**config.mk**
```make
export PLATFORM = sky130hd
export DESIGN_NAME = switch_debounce_ctrl
export DESIGN_NICKNAME = d
export VERILOG_FILES = /design/src/rtl/sw_pkg.sv /design/src/rtl/sw_debounce_bit.sv /design/src/rtl/switch_debounce_ctrl.sv
export SDC_FILE = /design/constraint.sdc
export NUM_CORES = 1
export LEC_CHECK = 0
export ABC_AREA = 1
export BUFFER_PORTS_ARGS = -buffer_cell sky130_fd_sc_hd__buf_4
export CORE_MARGIN = 4
export CORE_UTILIZATION = 35
export DETAILED_ROUTE_END_ITERATION = 10
export PLACE_DENSITY = 0.53
export RECOVER_POWER = 25
export REMOVE_ABC_BUFFERS = 1
export SYNTH_ARGS = -nofsm -noshare
export SYNTH_HDL_FRONTEND = slang
export SYNTH_SLANG_ARGS = --single-unit
```
**constraint.sdc**
```tcl
create_clock -name clk_i -period 4.34 [get_ports clk_i]
set_input_delay 1.085 -clock clk_i [delete_from_list [all_inputs] [get_ports clk_i]]
set_output_delay 1.085 -clock clk_i [all_outputs]
set_load 0.005 [all_outputs]
```
**src/rtl/sw_pkg.sv**
```systemverilog
// sw_pkg: shared register offsets and bus width for the switch debounce peripheral
package sw_pkg;
  localparam int SW_DATA_W = 32;
  localparam logic [1:0] SW_REG_STATE = 2'd0;
  localparam logic [1:0] SW_REG_EDGE = 2'd1;
  localparam logic [1:0] SW_REG_RAW = 2'd2;
  localparam logic [1:0] SW_REG_IEN = 2'd3;
endpackage

```
**src/rtl/sw_debounce_bit.sv**
```systemverilog
// sw_debounce_bit: one channel, accepts a new level after STABLE_N consecutive differing ticks
module sw_debounce_bit #(
  parameter int STABLE_N = 4
) (
  input  logic clk_i,
  input  logic rst_i,
  input  logic tick,
  input  logic raw,
  output logic state,
  output logic rise
);
  logic [3:0] cnt;
  logic done;
  assign done = tick && raw != state && cnt == 4'(STABLE_N - 1);
  assign rise = done && raw;
  // count ticks on which raw disagrees with state; any agreeing tick restarts the run
  always_ff @(posedge clk_i)
    if (rst_i) begin
      cnt <= 4'd0;
      state <= 1'b0;
    end else if (tick) begin
      cnt <= (raw == state || done) ? 4'd0 : cnt + 4'd1;
      state <= done ? raw : state;
    end
endmodule

```
**src/rtl/switch_debounce_ctrl.sv**
```systemverilog
// switch_debounce_ctrl: synchronised, debounced switch inputs with sticky edge flags and IRQ on the CPU bus
module switch_debounce_ctrl
  import sw_pkg::*;
#(
  parameter int NUM_SW = 24,
  parameter int TICK_DIV = 10000,
  parameter int STABLE_N = 4
) (
  input  logic                 clk_i,
  input  logic                 rst_i,
  input  logic [NUM_SW-1:0]    sw_i,
  input  logic [31:0]          sw_adr_i,
  input  logic                 sw_re_i,
  input  logic                 sw_we_i,
  input  logic [31:0]          sw_wd_i,
  output logic [SW_DATA_W-1:0] sw_rd_o,
  output logic                 sw_irq_o
);
  localparam int TW = $clog2(TICK_DIV);
  logic [NUM_SW-1:0] sync1, raw, state, rise, edges, ien;
  logic [TW-1:0] tcnt;
  logic tick, wr_edge, wr_ien;
  logic [1:0] sel;
  logic [SW_DATA_W-1:0] rdata;
  logic unused_bits;
  assign unused_bits = ^{sw_adr_i[31:4], sw_adr_i[1:0], sw_wd_i};
  assign sel = sw_adr_i[3:2];
  assign tick = tcnt == TW'(TICK_DIV - 1);
  assign wr_edge = sw_we_i && sel == SW_REG_EDGE;
  assign wr_ien = sw_we_i && sel == SW_REG_IEN;
  // two-flop synchroniser and free-running sample tick divider
  always_ff @(posedge clk_i)
    if (rst_i) begin
      sync1 <= '0;
      raw <= '0;
      tcnt <= '0;
    end else begin
      sync1 <= sw_i;
      raw <= sync1;
      tcnt <= tick ? '0 : tcnt + TW'(1);
    end
  for (genvar i = 0; i < NUM_SW; i++) begin : g_bit
    sw_debounce_bit #(.STABLE_N(STABLE_N)) u_bit (
      .clk_i(clk_i),
      .rst_i(rst_i),
      .tick(tick),
      .raw(raw[i]),
      .state(state[i]),
      .rise(rise[i])
    );
  end
  // sticky edges: a new rise overrides a same-cycle W1C clear
  always_ff @(posedge clk_i)
    if (rst_i) begin
      edges <= '0;
      ien <= '0;
    end else begin
      edges <= (edges & ~(wr_edge ? sw_wd_i[NUM_SW-1:0] : '0)) | rise;
      ien <= wr_ien ? sw_wd_i[NUM_SW-1:0] : ien;
    end
  // read mux over the pre-write register values, zero-padded to the bus width
  always_comb
    rdata = sel == SW_REG_STATE ? SW_DATA_W'(state) :
            sel == SW_REG_EDGE  ? SW_DATA_W'(edges) :
            sel == SW_REG_RAW   ? SW_DATA_W'(raw) : SW_DATA_W'(ien);
  // registered read data (held between reads) and interrupt level
  always_ff @(posedge clk_i)
    if (rst_i) begin
      sw_rd_o <= '0;
      sw_irq_o <= 1'b0;
    end else begin
      sw_rd_o <= sw_re_i ? rdata : sw_rd_o;
      sw_irq_o <= |(edges & ien);
    end
endmodule

```
==> impl_summary.txt, run 1 <==
----------------------------------------------------
[Logic synthesis]
  Number of instances in the synthesized netlist ... 1598
  Most frequent cell after synthesis ... sky130_fd_sc_hd__dfxtp_1
  Most common library cells after synthesis ... sky130_fd_sc_hd__dfxtp_1, sky130_fd_sc_hd__inv_1, sky130_fd_sc_hd__nand2_1
  Share of Yosys cell area claimed by the top area cell type ... roughly 44%
  Main flop type after synthesis ... sky130_fd_sc_hd__dfxtp_1
  Syn Area/Cell ... approximately 7.3 sq um
  Share of async-settable or async-resettable flops after synthesis ... 0%
  Post-synth top area cell ... sky130_fd_sc_hd__dfxtp_1
  Top post-synthesis cells by area ... sky130_fd_sc_hd__dfxtp_1, sky130_fd_sc_hd__a21oi_1, sky130_fd_sc_hd__nand4_1, sky130_fd_sc_hd__inv_1, sky130_fd_sc_hd__nand2_1
  Sequential share of the synthesized area ... a little over two fifths
  Number of enable flip-flop cells after synthesis ... 0
  Ys Warns ... 0
  Synth Cell Area ... between 10000 and 15000 sq um
  Flip-flop and latch count after synthesis ... between 200 and 300
  Cell variety after synth ... 23

[Global route]
  Number of antenna violations at the first check in global routing ... 0
  Global Route Usage Sum ... approximately 16%
  Global route overflow ... 0
  Global-route wire length before repair ... approximately 49000 um
  Number of global-route vias before repair ... 9820
  Largest net degree at the start of global routing ... 97

[Placed design]
  Placer Congestion ... ~0.8
  Worst setup slack after placement ... around 1.2 ns
  Number of buffers inserted by port buffering ... approximately 80
  Cell area after placement ... 12590 sq um
  Detailed placer's ending HPWL ... between 15000 and 20000 um

[Routing]
  Initial DRC Count ... 506
  Routed length per instance ... 14.19 um
  Number of nets with antenna violations after routing ... 0
  Via count ... 10390
  Detailed-route vias per instance ... roughly 5
  Number of iterations in the first detailed-routing pass ... 5
  DRC violations left ... 0
  Final routed wirelength across all metal layers ... just under 30000 um

[CTS]
  Total setup buffers inserted after CTS ... 0
  TritonCTS clock tree ... built
  Total of hold buffers inserted after clock tree synthesis ... 0
  Clock buffer count from CTS ... 29
  Clock Pin Slew Worst Setup and Hold Paths ... around 0.060 ns
  Clock sink count ... around 260
  CTS max path bufs ... 3
  Cts repair resizes ... 0
  Clock H-tree levels ... 1
  Later-pin clock latency in the skew report ... 0.53 ns
  Root cell of the clock tree ... sky130_fd_sc_hd__clkbuf_16

[Timing]
  Max Clk Rate ... approximately 380 MHz
  Final critical-path share of the clock period ... approximately 61%
  Setup-failing EPs final ... 0
  Slew Limit Fails ... approximately 80
  Setup TNS ... 0 ns
  Final hold vios ... 0
  Worst slew pin tran ... 1.750 ns
  Post-route clock skew ... 0.006278 ns
  Headroom to the max-slew limit ... -16.65%
  Setup repair after global routing missed its margin ... false
  Worst Setup Slack, final ... 1.687 ns
  Final critical path time including I/O delays and setup ... about 2.7 ns

[Die]
  Core area ... ~33000 sq um
  Die ar. ... 36510 sq um
  Number of top-level design ports ... 125
  Row count ... 66
  Initial Util ... 35.78%
  Die span in x ... around 190 um
  Vertical die dimension ... ~190 um

[Outcome]
  Failing checks ... capacitance limit, slew limit
  Status ... finished, violations left

[Power]
  Total Power ... 4.896 mW
  Worst ir drop on vdd ... 0.3070 mV
  Total power divided by cell area ... about 370 nW/um^2
  Cell leakage power ... roughly 5.6 nW

[Min path]
  Class of the tightest hold or removal check ... reg2reg

[Setup path]
  Cell-by-cell trace of the critical path ... buf_6, clkbuf_2, nor2_1
  Critical Path Max Stage Delay ... 1.30 ns
  Kind of start point of the critical path ... primary input
  Endpoint type of the worst setup path ... flip-flop
  CP required ... 4.68 ns
  Slowest library cell on the worst path ... sky130_fd_sc_hd__clkbuf_2
  Crit path DAT ... roughly 3 ns
  Classification of the worst setup path ... in2reg
  Top fanout value on the critical path ... 80

[Cells and area]
  Final core occ ... 40.91%
  Fraction of final layout cells sized beyond drive strength 1 ... ~7.9%
  Antenna Diode Count ... 0
  Layout Area Growth over Synthesis ... 14.33%
  Post-route cell area ... between 10000 and 15000 sq um
  Nets@finish ... approximately 1800

[Flow run]
  Max-cap violations ... 1

----------------------------------------------------
[layout make-up]
type / count / area (sq um)
fillers: 3400 / 19370
clock inverters: 4 / 20.02
clock buffers: 45 / 815.8
multi-input cells: 1026 / 5351
repair buffers: 89 / 659.4
flip-flops and latches: 255 / 5105
well taps: 442 / 553.0
inverters: 242 / 908.4
[cell families (layout without fill, tap and decap cells)]
family	Yosys count	in the layout	synth area share [%]
XOR/XNOR	53	53	3.957
AND/OR/NAND/NOR	607	607	23.63
other	1	8	0.03197
flip-flops	255	255	43.52
adder cells (fa/ha/maj)	25	25	2.666
AO/OA/AOI/OAI	333	333	14.97
buffers and inverters	324	380	11.22
[routing by layer]
| layer | track usage (%) | share of wire [%] |
|---|---|---|
| met4 | 3.674 | 2.3 |
| met5 | 0 | 0 |
| met1 | 21.87 | 48 |
| met3 | 2.210 | 3.9 |
| met2 | 27.42 | 45 |
[worst max-delay path, delay by kind of cell]
family / cells / cell delay, ns
simple gates: 1 / 0.16
buf+inv: 2 / 1.65
[path summary, 6_finish.rpt]
| kind | from | endpoint | slack (ns) | depth (start not counted) |
|---|---|---|---|---|
| min | sync1[23] | raw[23] | 0.40 | 2 |
| max | rst_i | sync1[18] | 1.69 | 3 |
| min reg2reg | sync1[23] | raw[23] | 0.40 | 2 |
| max reg2reg | tcnt[0] | g_bit[14].u_bit.state | 1.94 | 8 |
[report_power, final]
group          switching [mW]  internal [mW]
clock network           0.928           1.27
registers              0.0340           2.39
logic                   0.170         0.0994
total                    1.13           3.76
[registers in the layout, summed over array words and instances (netlist names)]
register and cells:
raw 24, edges 24, g_bit.u_bit.state 24, ien 24, tcnt 14, sync1 24, sw_rd_o 24, sw_irq_o 1
g_bit.u_bit.cnt 96
[metrics by stage]
| stage | instances | hold WS, ns |
|---|---|---|
| floorplan | 1523 | 0.3883 |
| detailed placement | 2054 | 0.3936 |
| global route | 2103 | 0.4063 |
| CTS | 2103 | 0.4002 |
| global placement | 2054 | 0.3930 |
| finish | 2103 | 0.4013 |
[cell usage in the layout (no fill, tap or decap)]
cell | Yosys | layout
sky130_fd_sc_hd__or2_2 | 1 | 1
sky130_fd_sc_hd__clkbuf_4 | 0 | 10
sky130_fd_sc_hd__xor2_1 | 28 | 28
sky130_fd_sc_hd__dfxtp_1 | 255 | 255
sky130_fd_sc_hd__clkbuf_1 | 49 | 15
sky130_fd_sc_hd__o21ai_1 | 2 | 2
sky130_fd_sc_hd__nand3_1 | 81 | 80
sky130_fd_sc_hd__inv_2 | 3 | 3
sky130_fd_sc_hd__nor2_4 | 1 | 3
sky130_fd_sc_hd__nor2_1 | 133 | 133
sky130_fd_sc_hd__nand3_2 | 0 | 1
sky130_fd_sc_hd__buf_4 | 11 | 74
sky130_fd_sc_hd__inv_1 | 239 | 239
sky130_fd_sc_hd__xnor2_1 | 25 | 25
sky130_fd_sc_hd__clkbuf_16 | 0 | 29
sky130_fd_sc_hd__nor3_1 | 6 | 6
sky130_fd_sc_hd__nand4_1 | 148 | 148
sky130_fd_sc_hd__clkbuf_2 | 0 | 2
sky130_fd_sc_hd__nand2_1 | 235 | 235
sky130_fd_sc_hd__o221ai_1 | 24 | 24
sky130_fd_sc_hd__ha_1 | 25 | 25
sky130_fd_sc_hd__o21ai_0 | 84 | 84
sky130_fd_sc_hd__conb_1 | 1 | 8
sky130_fd_sc_hd__clkinv_2 | 0 | 4
sky130_fd_sc_hd__buf_6 | 5 | 1
sky130_fd_sc_hd__a21oi_1 | 223 | 223
sky130_fd_sc_hd__clkbuf_8 | 0 | 3
Note: power is estimated with default switching activity, not from simulation.
==> inputs of run 2 (changes only) <==
- ABC_AREA: 1 -> 0
- PLACE_DENSITY: 0.53 -> 0.55
- clock period: 4.34 -> 2.3 ns (I/O delays scaled with it)
==> run 2 against run 1 <==
Via count decreased by 15%. First-iteration DRC count is 16% lower. The flow now finishes without violations. Critical path depth did not move. Highest routed layer unchanged. Die area decreased by 4.0%. Register-to-register slack worse by 1.6 ns. Routed wire length fell by 16%. Global-route usage is 2.2 points lower. Cell area is 2.3% lower.
==> impl_summary.txt, run 2 <==
----------------------------------------------------
[CTS]
  Total setup buffers inserted after CTS ... 0
  Clock Pin Slew Worst Setup and Hold Paths ... 0.06 ns
  Clock sink count ... approximately 260
  Cts repair resizes ... 0
  TritonCTS clock tree ... built
  CTS max path bufs ... 3
  Root cell of the clock tree ... sky130_fd_sc_hd__clkbuf_16
  Total of hold buffers inserted after clock tree synthesis ... 0
  Later-pin clock latency in the skew report ... approximately 0.54 ns
  Clock H-tree levels ... 1
  Clock buffer count from CTS ... 28

[Logic synthesis]
  Main flop type after synthesis ... sky130_fd_sc_hd__dfxtp_1
  Most frequent cell after synthesis ... sky130_fd_sc_hd__dfxtp_1
  Syn Area/Cell ... approximately 9.0 sq um
  Most common library cells after synthesis ... sky130_fd_sc_hd__dfxtp_1, sky130_fd_sc_hd__a21oi_1, sky130_fd_sc_hd__nand2_1
  Number of instances in the synthesized netlist ... 1252
  Flip-flop and latch count after synthesis ... 255
  Top post-synthesis cells by area ... sky130_fd_sc_hd__dfxtp_1, sky130_fd_sc_hd__a21oi_1, sky130_fd_sc_hd__nand2_1, sky130_fd_sc_hd__mux4_2, sky130_fd_sc_hd__nand3_1
  Number of enable flip-flop cells after synthesis ... 0
  Ys Warns ... 0
  Synth Cell Area ... about 11000 sq um
  Post-synth top area cell ... sky130_fd_sc_hd__dfxtp_1
  Sequential share of the synthesized area ... a little under half
  Share of Yosys cell area claimed by the top area cell type ... between 40% and 50%
  Cell variety after synth ... 37
  Share of async-settable or async-resettable flops after synthesis ... 0%

[Cells and area]
  Most common cell after layout, fill and taps aside ... sky130_fd_sc_hd__dfxtp_1
  Total of fill cells in the finished design ... 3165
  Layout Area Growth over Synthesis ... 16.56%
  Post-layout instance count excluding filler cells ... between 1500 and 2000
  Nets@finish ... 1421
  Max FFs per register ... between 90 and 100
  Top library cells by usage in the layout, fill and taps aside ... sky130_fd_sc_hd__dfxtp_1, sky130_fd_sc_hd__a21oi_1, sky130_fd_sc_hd__nand2_1
  Antenna Diode Count ... 0
  Fraction of final layout cells sized beyond drive strength 1 ... around 14%
  Register containing the most flip-flops in the final layout ... g_bit.u_bit.cnt

[Power]
  Share of power burned in the clock network ... between 40% and 50%
  Cell leakage power ... 4.769 nW
  Net switching power ... approximately 2.1 mW
  Portion of total power attributed to sequential cells ... 47.6%
  Internal power component ... approximately 7.4 mW
  Worst ir drop on vdd ... roughly 0.51 mV
  Net switching fraction of the power ... between 20 and 25%
  Combinational fraction of design power ... ~4.3%
  Total power divided by cell area ... around 730 nW/um^2

[Die]
  Core area ... ~32000 sq um
  Initial Util ... between 30% and 40%
  Number of top-level design ports ... around 130
  Die ar. ... 35040 sq um
  Vertical die dimension ... around 190 um
  Die span in x ... 187.2 um
  Row count ... 65

[Global route]
  Global-route wire length before repair ... approximately 42000 um
  Global Route Usage Sum ... 13.89%
  Global route overflow ... 0
  Number of antenna violations at the first check in global routing ... 0
  Largest net degree at the start of global routing ... approximately 110
  Number of global-route vias before repair ... roughly 8400

[Placed design]
  Placer Congestion ... ~0.76
  Number of buffers inserted by port buffering ... 78
  Cell count after placement ... about 1700
  Detailed placer's ending HPWL ... between 15000 and 20000 um

[Timing]
  Final hold vios ... 0
  Final critical path time including I/O delays and setup ... 1.953 ns
  Slew Limit Fails ... 0
  Setup repair after global routing missed its margin ... false
  Worst hold slack across all endpoints ... between 0.2 and 0.25 ns
  Worst slew pin tran ... ~1.1 ns
  Post-route clock skew ... 0.006685 ns
  Max Clk Rate ... slightly above 500 MHz
  Headroom to the max-slew limit ... between 20% and 30%
  Setup TNS ... 0 ns
  Final critical-path share of the clock period ... between 80% and 90%
  Setup-failing EPs final ... 0

[Setup path]
  Crit path DAT ... approximately 2.3 ns
  Number of cells on the worst reg-to-reg path ... 6
  Register-to-Register Setup Slack ... 0.35 ns
  Reg2Reg Launch Point ... tcnt[0]
  R2R Path End ... g_bit[19].u_bit.state
  Classification of the worst setup path ... in2reg
  CP required ... between 2 and 3 ns
  Endpoint type of the worst setup path ... flip-flop
  Top fanout value on the critical path ... 46
  Kind of start point of the critical path ... primary input

[Min path]
  Start point of the worst hold path ... sw_i[7]
  Class of the tightest hold or removal check ... in2reg
  End point of the worst hold path ... sync1[7]
  Hold Crit Depth ... 2

[Routing]
  DRC violations left ... 0
  Number of iterations in the first detailed-routing pass ... 4
  Initial DRC Count ... roughly 430
  Detailed-route vias per instance ... ~5
  Routed length per instance ... about 14 um
  Number of nets with antenna violations after routing ... 0
  Via count ... around 8800
  Final routed wirelength across all metal layers ... approximately 25000 um

[Outcome]
  Status ... finished, final reports clean

[Flow run]
  Max-cap violations ... 0

----------------------------------------------------
-- run 2: changes by cell type after synthesis, sizes merged, moves of 25 or more --
cell | previous run | this run
a21oi | 223 | 167
nor2b | 0 | 49
nand4b | 0 | 47
o21ai | 86 | 47
nand2 | 235 | 146
xor2 | 28 | 3
nand4 | 148 | 8
inv | 242 | 3
nor3b | 0 | 48
-- run 2: area by class of cell --
cell class / count / area, sq um / area share, %
Multi-Input combinational cell: 919 / 5752 / 43.91
Sequential cell: 255 / 5105 / 38.97
Clock buffer: 42 / 854.6 / 6.524
Timing Repair Buffer: 97 / 768.2 / 5.865
Tap cell: 402 / 503.0 / 3.840
Clock inverter: 10 / 105.1 / 0.8024
Inverter: 3 / 11.26 / 0.08597
-- run 2: metal layers --
| layer | track usage (%) | share of wire (%) | wire (um) | vias up |
|---|---|---|---|---|
| li1 | - | - | - | 4507 |
| met1 | 19.40 | 49 | 12350 | 4104 |
| met2 | 22.85 | 45 | 11310 | 133 |
| met3 | 2.333 | 3.9 | 968 | 35 |
| met4 | 2.759 | 1.7 | 422 | 0 |
| met5 | 0 | 0 | 0 | - |
-- run 2: per-stage QoR --
step	setup WS, ns	utilization (%)	total power [mW]	cell area (sq um)
after global routing	0.1757	41.40	9.893	13100
final	0.3469	41.40	9.507	13100
after global placement	0.4119	38.54	5.044	12190
after floorplan	-1.864	-	4.769	10870
after detailed placement	0.3765	38.54	5.046	12190
after CTS	0.3604	41.57	9.680	13150
-- run 2: logic make-up after synthesis --
family / after synthesis / share of synthesized area (%)
buffers and inverters: 85 / 3.652
flip-flops: 255 / 45.42
multiplexers: 48 / 6.947
XOR/XNOR: 36 / 2.806
AND/OR/NAND/NOR: 550 / 25.73
other: 1 / 0.03337
AO/OA/AOI/OAI: 252 / 12.63
adder cells (fa/ha/maj): 25 / 2.783
-- run 2: critical path, cell delays in order --
cell and delay [ns]:
sky130_fd_sc_hd__clkbuf_2 0.79, sky130_fd_sc_hd__clkbuf_1 0.82, sky130_fd_sc_hd__nor2b_1 0.10
-- run 2: power by group through the flow --
| stage | clock, mW | combinational [mW] | sequential (mW) |
|---|---|---|---|
| 3_5_place_dp | 0 | 0.425 | 4.62 |
| 2_1_floorplan | 0 | 0.161 | 4.61 |
| 4_1_cts | 4.73 | 0.425 | 4.52 |
| 5_1_grt | 4.91 | 0.452 | 4.53 |
| 6_report | 4.57 | 0.408 | 4.52 |
| 3_3_place_gp | 0 | 0.424 | 4.62 |
-- run 2: worst max-delay path by stage --
| stage | from | cells after the start | end | slack, ns |
|---|---|---|---|---|
| after floorplan | tcnt[0] | 5 | g_bit[5].u_bit.cnt[2] | -1.86 |
| after global placement | tcnt[0] | 6 | g_bit[5].u_bit.cnt[2] | 0.41 |
| after detailed placement | tcnt[0] | 6 | g_bit[5].u_bit.cnt[2] | 0.38 |
| after CTS | tcnt[0] | 6 | g_bit[5].u_bit.cnt[2] | 0.36 |
| after global routing | rst_i | 3 | sw_rd_o[0] | 0.18 |
| final | rst_i | 3 | raw[13] | 0.35 |
==> inputs of run 3 (changes only) <==
- clock period: 2.3 -> 1.7 ns (I/O delays scaled with it)
==> run 3 against run 2 <==
Via count increased by 3.1%. Hold slack got worse by 0.16 ns. Combinational power increased by 45%. Non-clock buffer count increased by 56. Critical endpoint is now g_bit[10].u_bit.state. Core utilization increased by 2.4 points. Routed wire length increased by 8.0%. Cell count increased by 3.1%. Setup slack got worse by 0.31 ns. Clock power increased by 42%. Sequential power increased by 35%. Largest power group unchanged.
==> impl_summary.txt, run 3 (synthesis results as in run 2) <==
----------------------------------------------------
[Cells and area]
  Layout Area Growth over Synthesis ... 23.21%
  Fraction of final layout cells sized beyond drive strength 1 ... 18.77%
  Nets@finish ... 1479
  Post-layout instance count excluding filler cells ... ~1800
  Most common cell after layout, fill and taps aside ... sky130_fd_sc_hd__dfxtp_1
  Top library cells by usage in the layout, fill and taps aside ... sky130_fd_sc_hd__dfxtp_1, sky130_fd_sc_hd__a21oi_1, sky130_fd_sc_hd__nand2_1
  Antenna Diode Count ... 0
  Register containing the most flip-flops in the final layout ... g_bit.u_bit.cnt
  Max FFs per register ... between 90 and 100

[Timing]
  Slew Limit Fails ... 0
  Worst slew pin tran ... 1.100 ns
  Final critical-path share of the clock period ... 97.81%
  Worst hold slack across all endpoints ... around 0.086 ns
  Setup repair after global routing missed its margin ... true
  Final critical path time including I/O delays and setup ... between 1.5 and 2 ns
  Setup TNS ... 0 ns
  Max Clk Rate ... 601.4 MHz
  Headroom to the max-slew limit ... 26.65%
  Final hold vios ... 0
  Setup-failing EPs final ... 0
  Post-route clock skew ... ~0.013 ns

[Power]
  Share of power burned in the clock network ... between 40% and 50%
  Net switching power ... ~2.8 mW
  Worst ir drop on vdd ... about 0.76 mV
  Cell leakage power ... 5.166 nW
  Portion of total power attributed to sequential cells ... 46.4%
  Net switching fraction of the power ... approximately a fifth
  Combinational fraction of design power ... approximately 4.5%
  Total power divided by cell area ... roughly 950 nW/um^2
  Internal power component ... 10.38 mW

[Min path]
  Class of the tightest hold or removal check ... in2reg
  Hold Crit Depth ... 2

[Routing]
  Routed length per instance ... roughly 15 um
  DRC violations left ... 0
  Initial DRC Count ... 426
  Number of iterations in the first detailed-routing pass ... 4
  Detailed-route vias per instance ... roughly 5
  Via count ... ~9100
  Final routed wirelength across all metal layers ... 27060 um
  Number of nets with antenna violations after routing ... 0

[Global route]
  Number of global-route vias before repair ... between 8000 and 9000
  Largest net degree at the start of global routing ... 62
  Global Route Usage Sum ... ~14%
  Global-route wire length before repair ... around 42000 um
  Number of antenna violations at the first check in global routing ... 0
  Global route overflow ... 0

[CTS]
  Clock sink count ... about 260
  CTS max path bufs ... 3
  Root cell of the clock tree ... sky130_fd_sc_hd__clkbuf_16
  Total of hold buffers inserted after clock tree synthesis ... 0
  TritonCTS clock tree ... built
  Later-pin clock latency in the skew report ... around 0.55 ns
  Clock buffer count from CTS ... 30
  Clock H-tree levels ... 1
  Clock Pin Slew Worst Setup and Hold Paths ... 0.06 ns

[Setup path]
  Classification of the worst setup path ... reg2reg
  Kind of start point of the critical path ... flip-flop
  CP required ... between 2 and 2.5 ns
  Endpoint type of the worst setup path ... flip-flop
  Top fanout value on the critical path ... 10
  Crit path DAT ... 2.14 ns
  Number of cells on the worst reg-to-reg path ... 8

[Die]
  Die span in x ... roughly 190 um
  Core area ... between 30000 and 40000 sq um
  Vertical die dimension ... around 190 um
  Initial Util ... ~36%
  Die ar. ... between 30000 and 40000 sq um
  Row count ... 65
  Number of top-level design ports ... around 130

[Placed design]
  Number of buffers inserted by port buffering ... slightly below 80
  Placer Congestion ... ~0.76
  Detailed placer's ending HPWL ... 17030 um
  Cell count after placement ... 1721

[Flow run]
  Max-cap violations ... 0

[Outcome]
  Status ... finished, final reports clean

----------------------------------------------------
run 3: cell count changes in the layout (fill, tap and decap cells not counted), moves of 6 or more:
cell,previous run,this run
sky130_fd_sc_hd__a21oi_2,0,6
sky130_fd_sc_hd__buf_4,84,125
sky130_fd_sc_hd__clkbuf_16,29,35
sky130_fd_sc_hd__buf_12,5,11
sky130_fd_sc_hd__a21oi_1,167,161
run 3: layout make-up:
cell class | count | area [sq um]
clock inverter | 5 | 75.07
clock buffer | 45 | 938.4
inverter | 3 | 11.26
sequential | 255 | 5109
fill | 3068 | 17790
timing repair buffer | 153 | 1408
multi-input combinational | 919 | 5803
tap | 402 | 503.0
run 3: per-layer routing:
metal	GRT usage, %	share of wire [%]	wire (um)	vias up
met1	19.99	49	13210	4281
met2	23.20	46	12440	120
met3	2.352	3.5	947	32
met4	2.844	1.7	461	0
li1	-	-	-	4619
met5	0	0	0	-
run 3: repair_timing:
item	in CTS	in global routing
resized for setup	4	19
endpoints found under the setup margin	129	124
cloned	0	7
pin swaps	0	5
buffers inserted	0	4
run 3: stage by stage:
step,area (sq um),utilization [%],setup slack (ns),total power [mW]
after floorplan,10870,-,-2.464,6.452
after global placement,12580,39.77,0.006188,6.854
after detailed placement,12580,39.77,-0.04380,6.859
after CTS,13620,43.05,-0.01635,13.40
after global routing,13850,43.77,-0.01613,13.68
final,13850,43.77,0.03725,13.19
run 3: worst paths after layout:
path,to,from,slack [ns]
max,g_bit[10].u_bit.state,tcnt[0],0.04
min,sync1[21],sw_i[21],0.09
max reg2reg,g_bit[10].u_bit.state,tcnt[0],0.04
min reg2reg,raw[3],sync1[3],0.43
run 3: worst max-delay path: stages (launching register included):
cell,delay [ns]
sky130_fd_sc_hd__dfxtp_2,0.32
sky130_fd_sc_hd__ha_2,0.17
sky130_fd_sc_hd__and2_4,0.15
sky130_fd_sc_hd__and4_4,0.19
sky130_fd_sc_hd__buf_12,0.15
sky130_fd_sc_hd__buf_12,0.13
sky130_fd_sc_hd__clkbuf_16,0.16
sky130_fd_sc_hd__a21bo_2,0.20
sky130_fd_sc_hd__a21oi_2,0.12
run 3: power groups by stage:
stage | clock, mW | combinational [mW] | sequential [mW]
6_report | 6.48 | 0.591 | 6.12
5_1_grt | 6.90 | 0.654 | 6.13
4_1_cts | 6.67 | 0.609 | 6.12
3_5_place_dp | 0 | 0.608 | 6.25
3_3_place_gp | 0 | 0.605 | 6.25
2_1_floorplan | 0 | 0.218 | 6.23
